**src/rtl/dmem_arbiter.sv**
```systemverilog
// Two-port data-memory arbiter: IDLE -> ACCESS -> DONE, one access in flight.
// Define DMEM_ARB_ROUND_ROBIN_EN for round-robin ties; otherwise port 0 has fixed priority.
module dmem_arbiter #(
  parameter int AW = 8,
  parameter int DW = 8
) (
  input  logic          clk,
  input  logic          rst,
  input  logic          req0,
  input  logic          req1,
  input  logic          we0,
  input  logic          we1,
  input  logic [AW-1:0] addr0,
  input  logic [AW-1:0] addr1,
  input  logic [DW-1:0] wdata0,
  input  logic [DW-1:0] wdata1,
  output logic          gnt0,
  output logic          gnt1,
  output logic          done0,
  output logic          done1,
  output logic [DW-1:0] rdata0,
  output logic [DW-1:0] rdata1,
  output logic          mem_we,
  output logic [AW-1:0] mem_addr,
  output logic [DW-1:0] mem_wdata,
  input  logic [DW-1:0] mem_rdata
);

  localparam logic [1:0] IDLE   = 2'd0;
  localparam logic [1:0] ACCESS = 2'd1;
  localparam logic [1:0] DONE   = 2'd2;

  logic [1:0] state;
  logic       win;       // port ID of the access in flight
  logic       we_q;      // latched direction of the access in flight
  logic       win_next;

`ifdef DMEM_ARB_ROUND_ROBIN_EN
  logic last;            // port that won the most recent grant

  always_ff @(posedge clk or posedge rst) begin
    if (rst) begin
      last <= 1'b1;
    end else if (state == IDLE && (req0 || req1)) begin
      last <= win_next;
    end
  end
`endif

  // NOTE: every variable gets a default before any branch, so no latch is inferred.
  always_comb begin
    win_next = 1'b0;
    if (req0 && req1) begin
`ifdef DMEM_ARB_ROUND_ROBIN_EN
      win_next = ~last;
`else
      win_next = 1'b0;
`endif
    end else if (req1) begin
      win_next = 1'b1;
    end
  end

  // NOTE: sequential state uses non-blocking assignments so all registers update together.
  always_ff @(posedge clk or posedge rst) begin
    if (rst) begin
      state     <= IDLE;
      win       <= 1'b0;
      we_q      <= 1'b0;
      gnt0      <= 1'b0;
      gnt1      <= 1'b0;
      done0     <= 1'b0;
      done1     <= 1'b0;
      mem_we    <= 1'b0;
      mem_addr  <= '0;
      mem_wdata <= '0;
      rdata0    <= '0;
      rdata1    <= '0;
    end else begin
      // Pulse outputs default low; only the state entered this edge raises one.
      gnt0   <= 1'b0;
      gnt1   <= 1'b0;
      done0  <= 1'b0;
      done1  <= 1'b0;
      mem_we <= 1'b0;
      case (state)
        IDLE: begin
          if (req0 || req1) begin
            win       <= win_next;
            we_q      <= win_next ? we1 : we0;
            mem_we    <= win_next ? we1 : we0;
            mem_addr  <= win_next ? addr1 : addr0;
            mem_wdata <= win_next ? wdata1 : wdata0;
            gnt0      <= ~win_next;
            gnt1      <= win_next;
            state     <= ACCESS;
          end
        end
        ACCESS: begin
          if (!we_q) begin
            if (win) rdata1 <= mem_rdata;
            else     rdata0 <= mem_rdata;
          end
          done0 <= ~win;
          done1 <= win;
          state <= DONE;
        end
        DONE:    state <= IDLE;
        default: state <= IDLE;
      endcase
    end
  end

endmodule

```
**config.mk**
```make
export PLATFORM = sky130hd
export DESIGN_NAME = dmem_arbiter
export DESIGN_NICKNAME = d
export VERILOG_FILES = /design/src/rtl/dmem_arbiter.sv
export SDC_FILE = /design/constraint.sdc
export NUM_CORES = 1
export LEC_CHECK = 0
export CORE_MARGIN = 5
export CORE_UTILIZATION = 41
export CTS_CLUSTER_SIZE = 25
export DETAILED_ROUTE_END_ITERATION = 6
export GPL_ROUTABILITY_DRIVEN = 0
export PLACE_DENSITY = 0.83
export SYNTH_ARGS = -nofsm -noshare
export SYNTH_HDL_FRONTEND = slang
export SYNTH_SLANG_ARGS = --single-unit
```
**constraint.sdc**
```tcl
create_clock -name clk -period 2.3 [get_ports clk]
set_clock_uncertainty 0.2 [all_clocks]
set_input_delay 0.46 -clock clk [delete_from_list [all_inputs] [get_ports clk]]
set_output_delay 0.46 -clock clk [all_outputs]
set_load 0.01 [all_outputs]
```
======== Word level (Yosys, flattened, before mapping) ========
Cells that the tools add are included.
storage, ports and cells
  flip-flop bits (word level) ............. 41
  bits in latches ......................... 0
  RAM bits ................................ 0
  ROM bits ................................ 0
  input bits .............................. 46
  output and inout port bits .............. 37
  word-level logic and storage cells ...... 38
  memories kept ........................... 0
cells by class
  add/sub/neg operators ................... 0
  multipliers ............................. 0
  div/mod/pow operators ................... 0
  order comparisons ....................... 0
  equality and inequality tests ........... 2
  shift operators ......................... 0
  muxes and demuxes ....................... 15
  bitwise operators ....................... 3
  reductions and logical operators ........ 6
operators with widths
  operator            count
  $mux 8              2
  $mux 1              11
  $reduce_and 3->1    2
  $pmux 2 s2          1
  $not 1->1           3
  $eq 2x1->1 const B  1
  $logic_not 2->1     1
  $mux 2              1
  $ne 2x2->1 const B  1
  $reduce_and 2->1    1
  $logic_and 1x1->1   1
  $logic_or 1x1->1    1

======== Logic depth before layout (Yosys ltp) ========
  depth after elaboration ................. 5
  gate-level depth with buffers ........... 5

======== Worst setup path after synthesis ========
Ideal clock, no wire load.
  kind .................................... in2reg
  from .................................... input req0
  to ...................................... register mem_addr[7]
  data arrival time ....................... 1.398 ns
  data required time ...................... 1.975 ns
  setup slack ............................. 0.576 ns
  stages .................................. 5
  cell sequence ........................... nand2b_1 > buf_6 > buf_8 > mux2_4 > mux2_4
on the way
  word-level cells in the longest chain between the ends .. 3
  elaborated cells between the ends (all ways) .. 5
  classes of those cells .................. mux (2); reduce/logical (3)
RTL lines
  element                 RTL line  source
  start: declaration      9         input logic req0,
  $logic_and 1x1->1       53        if (req0 && req1) begin
  $mux 1                  53
  $mux 8                  92        mem_addr <= win_next ? addr1 : addr0;
  end signal: assignment  92
  end: declaration        24        output logic [AW-1:0] mem_addr,
Parallel ways exist; a longest one is shown, timed or not.
A chain may end at the register's enable or synchronous reset.

======== Worst setup path after layout ========
  from .................................... input req0
  to ...................................... register mem_wdata[2]
on the way
  word-level cells in the longest chain between the ends .. 3
  elaborated cells between the ends (all ways) .. 5
  classes of those cells .................. mux (2); reduce/logical (3)
RTL lines
  element                 RTL line  source
  $logic_and 1x1->1       53
  $mux 1                  53
  $mux 8                  93        mem_wdata <= win_next ? wdata1 : wdata0;
  end signal: assignment  93
  end: declaration        25        output logic [DW-1:0] mem_wdata,
Parallel ways exist; a longest one is shown, timed or not.

==> summary.md <==
| Metric | Value |
|---|---|
| Status | finished clean |
| Power Dens Cells | 1240 mW/mm^2 |
| Finished Cell Area | 0.00282 mm^2 |
| PostCTS Resize Cnt | 0 |
| Critical Path Most Common Cell | mux2_4 |
| Root buf cell | clkbuf_8 |
| Fill count | 332 |
| Syn Area/Cell | 16.1 um^2 |
| Ant diodes | 0 |
| Highest Clock Rate | 511 MHz |
| MaxCap Viol Count | 0 |
| # rows | 24 |
| Slew Limit Fails | 0 |
| Die span in y | 76.6 um |
| PortBufs | 82 |
| Max incr delay on CP | 0.52 ns |
| CP max stage cell | clkdlybuf4s50_1 |
| Inserted Clock Buffers | 5 |
| Clk buf depth | 2 |
| Final core utilization | 65.3% |
| Top-count cell post-synth | dfrtp_1 |
| Post-synth EDFFs | 0 |
| Critical path, cell by cell | clkdlybuf4s50_1 -> nand2b_1 -> buf_4 -> mux2_4 -> mux2_4 |
| Yosys warns | 0 |
| DRC violation count after routing | 0 |
| Total GRT Usage | 14.2% |
| DP Area | 0.00271 mm^2 |
| DRT Pass-1 Iters | 4 |
| Kind of critical path | in2reg |
| # hold bufs at CTS | 0 |
| Yosys top cell area share | 56.4% |
| DR iter-0 viols | 41 |
| Synth Flop Type | dfrtp_1 |
| Register area share after synthesis | 56.4% |
| ANT nets after route | 0 |
| H-tree lvl count | 2 |
| Via/cell ratio | 4.83 |
| Nets@finish | 249 |
| Total Power | 3.51 mW |
| Drt wl/cell | 15.6 um |
| Top Ports | 83 |
| Placeable Area | 0.00432 mm^2 |
| Dpl cells | 248 |
| CP max FO | 10 |
| Initial antenna violation count | 0 |
| Commonest cells in the netlist | dfrtp_1, mux2_2, mux2_4 |
| Worst EP arrival | 1.92 ns |
| PnR worst setup slack | 0.342 ns |
| CTS sink count | 41 |
| Initial Util | 42.1% |
| Slew HR | 67.3% |
| Hold Worst Slack | 0.298 ns |
| Routed WL | 4.01 mm |
| Setup_tns | 0 ns |
| Cells after synthesis | 113 |
| Clk Latency, worst-skew pair | 0.28 ns |
| First-pass GRT wire length | 6.67 mm |
| Worst hold stages | 1 |
| Hold Path Class | reg2reg |
| Multi-input gate area | 734 um^2 |
| Share of layout cells above drive strength 1 | 30.4% |
| CTS tree | built |
| FF+latch count, synth | 41 |
| Post-synthesis cell type count | 20 |
| Clock transition at the registers of the reported paths | 0.07 ns |
| Register Area | 0.00103 mm^2 |
| Ranking of synthesized cells by area | dfrtp_1, mux2_2, mux2_4, buf_6, nor3_4 |
| Leakage | 1.23 nW |
| Die span in x | 76.6 um |
| Via Count | 1236 |
| R2R cell count | 4 |
| Fin cells | 256 |
| Post-CTS setup buffer count | 0 |
| Worst path required time | 2.27 ns |
| Startpoint Class | primary input |
| CP Capture Type | flop |
| Syn_nets | 159 |
| GRT overflow | 0 |
| Asr flop ratio synth | 100% |
| Worst-Margin Slew | 0.491 ns |
| Place WS | 0.0402 ns |
| Final setup violating endpoints | 0 |
| Hold violation count in the final report | 0 |
| Top cell type by total area after synthesis | dfrtp_1 |
| Area Growth Syn to Fin | 55.1% |
| Final min period | 1.96 ns |
| Unrepaired setup endpoints after global routing | false |
| Cell area after synthesis | 0.00182 mm^2 |
| Final Cycle Share | 85.1% |
| Die area | 0.00587 mm^2 |
| Worst IR Drop VDD | 0.551 mV |
| Largest net degree at the start of global routing | 42 |
| Half-perimeter wire length after placement | 3.25 mm |
| Vias in the first global route | 1436 |
[metal layers]
| layer | GRT usage, % | wire length [um] |
|---|---|---|
| met1 | 14.8 | 1480 |
| met2 | 24.8 | 2110 |
| met3 | 5.56 | 329 |
| met4 | 6.64 | 82 |
| met5 | 0 | 0 |
[power by group]
part	internal (mW)	total, mW	leakage [nW]	switching (mW)
Sequential	1.08	1.29	0.493	0.217
Clock	0.354	0.578	0.0585	0.225
Combinational	1.07	1.64	0.676	0.572
Total	2.50	3.51	1.23	1.01
[cell families (layout without fill, tap and decap cells)]
kind of cell / Yosys count / in the layout / share of synthesized area (%)
AO/OA/AOI/OAI: 2 / 2 / 0.687
buffers and inverters: 7 / 98 / 3.30
flip-flops: 41 / 41 / 56.4
multiplexers: 48 / 48 / 33.4
AND/OR/NAND/NOR: 15 / 15 / 6.25
[final timing paths]
| path | from | to | slack, ns |
|---|---|---|---|
| max | req0 | mem_wdata[2]$_DFFE_PP0P_ | 0.34 |
| min | rdata1[4]$_DFFE_PP0P_ | rdata1[4]$_DFFE_PP0P_ | 0.30 |
| max reg2reg | state[1]$_DFFE_PP0P_ | rdata1[1]$_DFFE_PP0P_ | 0.48 |
| min reg2reg | rdata1[4]$_DFFE_PP0P_ | rdata1[4]$_DFFE_PP0P_ | 0.30 |
| max in group asynchronous | rst | we_q$_DFFE_PP0P_ | 1.16 |
| min in group asynchronous | rst | mem_wdata[5]$_DFFE_PP0P_ | 0.40 |
[flip-flops by register name, summed over array words and instances (netlist names)]
name       count
done0          1
done1          1
gnt0           1
gnt1           1
mem_addr       8
mem_wdata      8
mem_we         1
rdata0         8
rdata1         8
state          2
we_q           1
win            1
[cells in the final DEF, fill, tap and decap left out, types with 2 or more instances in the layout]
cell type and count:
inv_1 2, mux2_4 18, dfrtp_1 41, buf_4 4
clkbuf_8 6, mux2_2 28, nor3_4 2, and2_1 2
clkdlybuf4s50_1 82, nor2_1 4, mux2_1 2
[area by class of cell]
class                      count  share of cell area (%)
inverter                       3                   0.399
sequential                    41                    36.3
timing repair buffer          87                    30.8
multi-input combinational     65                    26.0
clock inverter                 1                    1.06
clock buffer                   7                    3.06
tap                           52                    2.30
[critical path, delay by kind of cell]
family	cells	cell delay (ns)
and+or+nand+nor	1	0.14
buffers and inverters	2	0.74
muxes	2	0.58
Power figures use the tool's default switching activity.
